--- src/rtl/fp_norm_round.sv ---
// Post-multiply normalize / round-to-nearest-even / range-check / pack stage
// of the single-precision multiplier.  Fixed four-state pass per operand.
module fp_norm_round #(
   parameter int          EXP_W = 10,
   parameter logic [31:0] QNAN  = 32'h7FC00000
) (
   input  logic                    clk,
   input  logic                    rst_n,
   input  logic                    start,
   input  logic [47:0]             p,
   input  logic                    sign,
   input  logic signed [EXP_W-1:0] exp_sum,
   input  logic                    in_nan,
   input  logic                    in_inf,
   input  logic                    in_zero,
   output logic                    busy,
   output logic                    done,
   output logic [31:0]             result,
   output logic                    overflow,
   output logic                    underflow
);

   // Handshake: start is sampled only while IDLE (ignored otherwise, never
   // queued); done pulses for one cycle with result/overflow/underflow valid,
   // and those outputs hold until the next completed operation or reset.
   typedef enum logic [1:0] {IDLE, NORM, ROUND, FINAL} state_t;

   localparam logic signed [EXP_W-1:0] E_MAX  = EXP_W'(255);
   localparam logic signed [EXP_W-1:0] E_ZERO = '0;
   localparam logic signed [EXP_W-1:0] E_ONE  = EXP_W'(1);

   state_t state, state_nxt;

   // Captured operands
   logic [47:0]             p_q;
   logic                    sign_q;
   logic signed [EXP_W-1:0] exp_q;
   logic                    nan_q, inf_q, zero_q;

   // Working mantissa, guard, sticky and exponent
   logic [23:0]             m_q;
   logic                    g_q, s_q;
   logic signed [EXP_W-1:0] e_q;

   // Combinational stage results
   logic [23:0]             norm_m;
   logic                    norm_g, norm_s;
   logic signed [EXP_W-1:0] norm_e;
   logic                    round_inc;
   logic [24:0]             round_sum;
   logic [31:0]             pack_result;
   logic                    pack_ovf, pack_udf;

   always_ff @(posedge clk) begin
      if (!rst_n) state <= IDLE;
      else        state <= state_nxt;
   end

   always_comb begin
      state_nxt = state;
      case (state)
         IDLE:    if (start) state_nxt = NORM;
         NORM:    state_nxt = ROUND;
         ROUND:   state_nxt = FINAL;
         FINAL:   state_nxt = IDLE;
         default: state_nxt = IDLE;
      endcase
   end

   assign busy = (state != IDLE);

   // Product lies in [1,4): bit 47 set means the binary point moves one place.
   always_comb begin
      if (p_q[47]) begin
         norm_m = p_q[47:24];
         norm_g = p_q[23];
         norm_s = |p_q[22:0];
         norm_e = exp_q + E_ONE;
      end else begin
         norm_m = p_q[46:23];
         norm_g = p_q[22];
         norm_s = |p_q[21:0];
         norm_e = exp_q;
      end
   end

   assign round_inc = g_q & (s_q | m_q[0]);
   assign round_sum = {1'b0, m_q} + {24'd0, round_inc};

   // Specials take priority over range checks; denormal results flush to zero.
   always_comb begin
      pack_result = {sign_q, e_q[7:0], m_q[22:0]};
      pack_ovf    = 1'b0;
      pack_udf    = 1'b0;
      if (nan_q) begin
         pack_result = QNAN;
      end else if (inf_q) begin
         pack_result = {sign_q, 8'hFF, 23'd0};
      end else if (zero_q) begin
         pack_result = {sign_q, 31'd0};
      end else if (e_q >= E_MAX) begin
         pack_result = {sign_q, 8'hFF, 23'd0};
         pack_ovf    = 1'b1;
      end else if (e_q <= E_ZERO) begin
         pack_result = {sign_q, 31'd0};
         pack_udf    = 1'b1;
      end
   end

   always_ff @(posedge clk) begin
      if (!rst_n) begin
         p_q       <= '0;
         sign_q    <= 1'b0;
         exp_q     <= '0;
         nan_q     <= 1'b0;
         inf_q     <= 1'b0;
         zero_q    <= 1'b0;
         m_q       <= '0;
         g_q       <= 1'b0;
         s_q       <= 1'b0;
         e_q       <= '0;
         done      <= 1'b0;
         result    <= '0;
         overflow  <= 1'b0;
         underflow <= 1'b0;
      end else begin
         done <= 1'b0;
         case (state)
            IDLE: begin
               if (start) begin
                  p_q    <= p;
                  sign_q <= sign;
                  exp_q  <= exp_sum;
                  nan_q  <= in_nan;
                  inf_q  <= in_inf;
                  zero_q <= in_zero;
               end
            end
            NORM: begin
               m_q <= norm_m;
               g_q <= norm_g;
               s_q <= norm_s;
               e_q <= norm_e;
            end
            ROUND: begin
               if (round_sum[24]) begin
                  m_q <= 24'h800000;
                  e_q <= e_q + E_ONE;
               end else begin
                  m_q <= round_sum[23:0];
               end
            end
            FINAL: begin
               result    <= pack_result;
               overflow  <= pack_ovf;
               underflow <= pack_udf;
               done      <= 1'b1;
            end
            default: ;
         endcase
      end
   end

endmodule

--- config.mk ---
export PLATFORM = sky130hd
export DESIGN_NAME = fp_norm_round
export DESIGN_NICKNAME = d
export VERILOG_FILES = /design/src/rtl/fp_norm_round.sv
export SDC_FILE = /design/constraint.sdc
export NUM_CORES = 1
export LEC_CHECK = 0
export CAP_MARGIN = 20
export CORE_MARGIN = 2
export CORE_UTILIZATION = 40
export DETAILED_ROUTE_END_ITERATION = 16
export PLACE_DENSITY = 0.65
export SYNTH_ARGS = -nofsm -noshare
export SYNTH_HDL_FRONTEND = slang
export SYNTH_SLANG_ARGS = --single-unit
--- constraint.sdc ---
create_clock -name clk -period 2.4 [get_ports clk]
set_clock_uncertainty 0.05 [all_clocks]
set_input_delay 0.48 -clock clk [delete_from_list [all_inputs] [get_ports clk]]
set_output_delay 0.48 -clock clk [all_outputs]
set_load 0.1 [all_outputs]
-- After elaboration in Yosys (flattened, before gate mapping)
Index checks and enable logic that the tools add are counted.
W data, S select, Z words.
- add/subtract/negate cells: 3
- muxes and demuxes: 25
- equal/unequal tests: 5
- $lt $le $gt $ge: 2
- reductions and logical operators: 7
- bitwise logic cells: 2
- operators by type and width (kind ; number):
    $mux W31 ; 4
    $mux W24 ; 2
    $pmux W24 S2 ; 1
    $mux W32 ; 1
    $add A24 B1 Y25 ; 1
    $reduce_or A23 Y1 ; 1
    $reduce_or A22 Y1 ; 1
    $add A10 B2 Y10 const B ; 2
    $mux W10 ; 2
    $pmux W10 S2 ; 1
    $mux W1 ; 12
    $ge A10 B9 Y1 const B ; 1
    $le A10 B1 Y1 const B ; 1
    $pmux W2 S4 ; 1
    $eq A2 B2 Y1 const B ; 2
    $ne A2 B2 Y1 const B ; 2
    $reduce_and A2 Y1 ; 2
    $reduce_bool A2 Y1 ; 2
    $eq A2 B1 Y1 const B ; 1
    $logic_not A2 Y1 ; 1
    $mux W2 ; 1
    $and A1 B1 Y1 ; 1
    $or A1 B1 Y1 ; 1
- bits in registers: 135
- output and inout port bits: 36
- word-level logic and storage cells: 59

-- Longest topological paths before layout
- depth in word-level cells: 6
- gate-level depth with buffers: 9
- depth with buffers taken out: 8

-- Least setup slack after synthesis
Ideal clock, no wire load.
- path type: reg-to-reg
- start: register m_q[0]
- end: register m_q[20]
- arrival time: 2.106 ns
- period minus slack after synthesis: 2.276 ns
- buffers on the path: 1
- required time: 2.230 ns
- path slack: 0.124 ns
- cell stages (with the launch flop): 10
- cell sequence: dfxtp_1 o21a_1 ha_1 ha_1 nand2_1 or4_4 buf_6 o21ai_1 a31oi_1 o31a_1
- cells in the longest elaborated chain, start to end: 5
- ends and longest elaborated chain (item ; RTL line ; text):
    start: declaration ; 41 ; logic [23:0] m_q;
    start signal: assignment ; 140 ; m_q <= norm_m;
    start signal: assignment ; 150 ; m_q <= round_sum[23:0];
    $or A1 B1 Y1 ; 87 ; assign round_inc = g_q & (s_q | m_q[0]);
    $and A1 B1 Y1 ; 87 ;
    $add A24 B1 Y25 * ; 88 ; assign round_sum = {1'b0, m_q} + {24'd0, round_inc};
    $mux W24 * ; 146 ; if (round_sum[24]) begin
    $pmux W24 S2 * ; 128 ; case (state)
Mark *: on every way between the ends. The rest lies on a longest branch, timed or not.
A chain may end at the register's enable or synchronous reset.

-- Worst setup path in the final report
- start: register m_q[0]
- end: register m_q[18]
Same word-level chain as after synthesis.

==> flow_summary_export.csv <==
group,metric,value,unit
floorplan,initial_core_util,41.03,%
synthesis,yosys_register_bits,135,
place,port_buffers,100,
clock_network,root_buffer,"clkbuf_16",
min_path,hold_path.class,"reg2reg",
clock_network,cts_tree,"yes",
synthesis,synth_xor_area_share,1.123,%
min_path,min_to,"p_q[2]",
clock_network,clock_latency,0.43,ns
detailed_routing,drt_iter0_drc,458,
critical_path,rrSetupSlack,0.10,ns
synthesis,synth_top_family_by_area,"simple AND/OR/NAND/NOR gates",
sta,slew_headroom,62.45,%
synthesis,ys_seq_area_share,43.33,%
floorplan,die_y,128.9,microns
sta,rsz0062_at_grt,"no",
critical_path,cp-start-kind,"flip-flop",
min_path,hold_path_startpoint,"p_q[2]",
min_path,whs_path_depth,2,
pwr,ir_drop,0.0005360,V
floorplan,coreArea,15200,sq um
detailed_routing,totalWireLength,16.65,mm
clock_network,cts_made_buffers,17,
grt,grtUsageTotal,20.89,%
synthesis,yosys.area_share.simple,23.31,%
sta,tightest_slew,0.5607,ns
critical_path,worst-r2r-cell-count,8,
floorplan,fp.dieW,128.9,microns
synthesis,synth-adder-area-share,2.006,%
pwr,clock_power_share,31.4,%
critical_path,path_class,"reg2reg",
clock_network,clock-sinks,135,
synthesis,syn-num-nets,851,
synthesis,synth-compound-area-share,21.54,%
place,hpwlAfterDp,11.62,mm
pwr,p_per_area,1034,nW/um^2
floorplan,io_pins,101,
synthesis,synth_cells,776,
floorplan,die-area,16610,sq um
grt,grt_pass1_wl,27.48,mm
place,gp_congestion,0.9573,
run,drv_cap,0,
pwr,fin_total_pwr,8.460,mW
sta,clock.fmax,434.9,MHz
synthesis,dominantRegCellSynth,"dfxtp_1",
sta,slew_viol_final,0,
final_layout,area_growth,31.17,%
critical_path,worstReg2RegStart,"m_q[0]",
final_layout,nets,955,
synthesis,synth_edf_count,0,
grt,grt_max_degree,63,
final_layout,utilization,53.82,%
critical_path,cp_max_fo,7,
clock_network,path_clk_slew,0.06,ns
sta,min_period,2.300,ns
synthesis,netlist_area,6237,sq um
sta,finalSetupViolations,0,
pwr,combPwrFrac,33.6,%
clock_network,clockBufferDepth,2,
critical_path,reg2reg_to,"m_q[18]",
sta,finalHoldViolCount,0,
detailed_routing,viasPerCell,5.454,
pwr,leakage,3.013,nW
detailed_routing,firstDrtPassIters,5,
run_status,outcome,"completed",
detailed_routing,vias,5890,
final_layout,antenna_cells,0,
pwr,p_switching,3.099,mW
final_layout,nFillCells,1501,
synthesis,synth.area.mux_share,4.213,%
synthesis,async_flop_share,0,%
pwr,p_seq_share,35.0,%
clock_network,cts_max_level,4,
clock_network,holdBufCountCts,0,
critical_path,end_kind,"flip-flop",
grt,overflow,0,
detailed_routing,ant_nets,0,
final_layout,layout-drive-gt1-share,14.57,%
critical_path,required,2.67,ns
synthesis,synth_warnings,0,
grt,grt_pass1_vias,5427,
grt,antenna_found_initial,0,
floorplan,rows,45,
critical_path,cp.arrival,2.57,ns
detailed_routing,drc,0,
synthesis,synth.avg_cell_area,8.038,sq um
synthesis,yosysUniqueCellTypes,62,
pwr,p_sw_share,36.63,%
detailed_routing,wl_per_cell,15.41,microns
sta,period_share,95.82,%
pwr,internal_power,5.361,mW
[what timing repair did]
action,CTS,global route
endpoints found under the setup margin,2,18
setup buffers,1,0
resized for setup,2,9
pin swaps,1,4
gates cloned,0,0
[flip-flops by register name (all words and copies together) (netlist names)]
| name | flops |
|---|---|
| p_q | 48 |
| result | 32 |
| m_q | 24 |
| e_q | 10 |
| exp_q | 10 |
| state | 2 |
| done | 1 |
| g_q | 1 |
| inf_q | 1 |
| nan_q | 1 |
| overflow | 1 |
| s_q | 1 |
| sign_q | 1 |
| underflow | 1 |
| zero_q | 1 |
[stage by stage]
stage / instance area, sq um / setup WS, ns / instances / hold WS, ns / setup TNS, ns
after CTS: 8142 / 0.02882 / 1080 / 0.4048 / 0
after global routing: 8182 / 0.01288 / 1080 / 0.4181 / 0
after floorplan: 6237 / 0.1243 / 776 / 0.3808 / 0
final: 8182 / 0.1004 / 1080 / 0.4030 / 0
after global placement: 7528 / 0.02175 / 1048 / 0.3913 / 0
after detailed placement: 7528 / -0.03592 / 1048 / 0.3970 / -0.06438
[how the worst max path moves through the flow]
stage	from	cells after the start	end	slack, ns
floorplan	m_q[0]	9	m_q[20]	0.12
global placement	m_q[0]	8	m_q[20]	0.02
detailed placement	m_q[0]	8	m_q[18]	-0.04
CTS	m_q[0]	9	m_q[22]	0.03
global route	m_q[0]	8	m_q[18]	0.01
finish	m_q[0]	8	m_q[18]	0.10
[layout by cell type, fill, tap and decap left out, types with 14 or more instances in the layout]
cell type        count
nor2_1              34
o21ai_0             37
a22o_1              22
mux2i_1             24
nor4_1              14
dfxtp_1            134
nand2_1            170
a21oi_1            103
clkdlybuf4s50_1     64
nand3_1             20
inv_1               14
clkbuf_16           17
buf_4               68
[final cells by class]
type | instances | area, sq um | share of cell area, %
Clock buffer | 23 | 478.0 | 5.842
Clock inverter | 8 | 121.4 | 1.483
Inverter | 16 | 60.06 | 0.7341
Multi-Input combinational cell | 571 | 3301 | 40.34
Sequential cell | 135 | 2704 | 33.05
Tap cell | 188 | 235.2 | 2.875
Timing Repair Buffer | 139 | 1282 | 15.68
[cells by family (layout without fill, tap and decap cells)]
family | Yosys count | in the layout
compound gates | 219 | 219
flops | 135 | 135
mux | 26 | 26
simple gates | 308 | 308
fa+ha+maj | 10 | 10
buf+inv | 70 | 186
xor+xnor | 8 | 8
[Yosys cell counts, types with 6 or more instances]
cell / count / share of area [%]
ha_1: 10 / 2.0
nand3_1: 20 / 1.6
mux2i_1: 24 / 3.9
a21oi_1: 103 / 8.3
nand2_1: 172 / 10
or3_1: 10 / 1.0
nor4_1: 15 / 1.5
a31oi_1: 10 / 1.0
a211oi_1: 6 / 0.72
nor3_1: 12 / 0.96
clkbuf_1: 40 / 2.4
o21ai_0: 38 / 3.0
o31a_1: 7 / 0.98
dfxtp_1: 135 / 43
inv_1: 14 / 0.84
a22o_1: 22 / 3.1
buf_1: 8 / 0.48
nand4_1: 12 / 1.2
nor2_1: 34 / 2.0
[metal layers]
| metal | global-route usage, % | up-vias | part of all wire [%] |
|---|---|---|---|
| li1 | - | 2976 | - |
| met1 | 30.33 | 2703 | 49 |
| met2 | 29.75 | 189 | 42 |
| met3 | 5.156 | 22 | 7.3 |
| met4 | 7.992 | 0 | 1.8 |
| met5 | 0 | - | 0 |
[critical path, stage by stage, from the launching register on]
cell,delay (ns)
dfxtp_2,0.34
o21a_1,0.14
ha_2,0.20
ha_4,0.16
nand2_4,0.07
or4_4,0.63
o21ai_2,0.19
a21boi_0,0.11
o31a_1,0.29
[power by group through the flow]
stage          Sequential (mW)  Clock (mW)  Combinational, mW
3_3_place_gp              2.99           0               2.83
6_report                  2.96        2.65               2.84
4_1_cts                   2.95        2.70               2.84
2_1_floorplan             3.13           0               1.67
3_5_place_dp              3.00           0               2.82
5_1_grt                   3.02        2.80               3.15
Power figures use the tool's default switching activity.
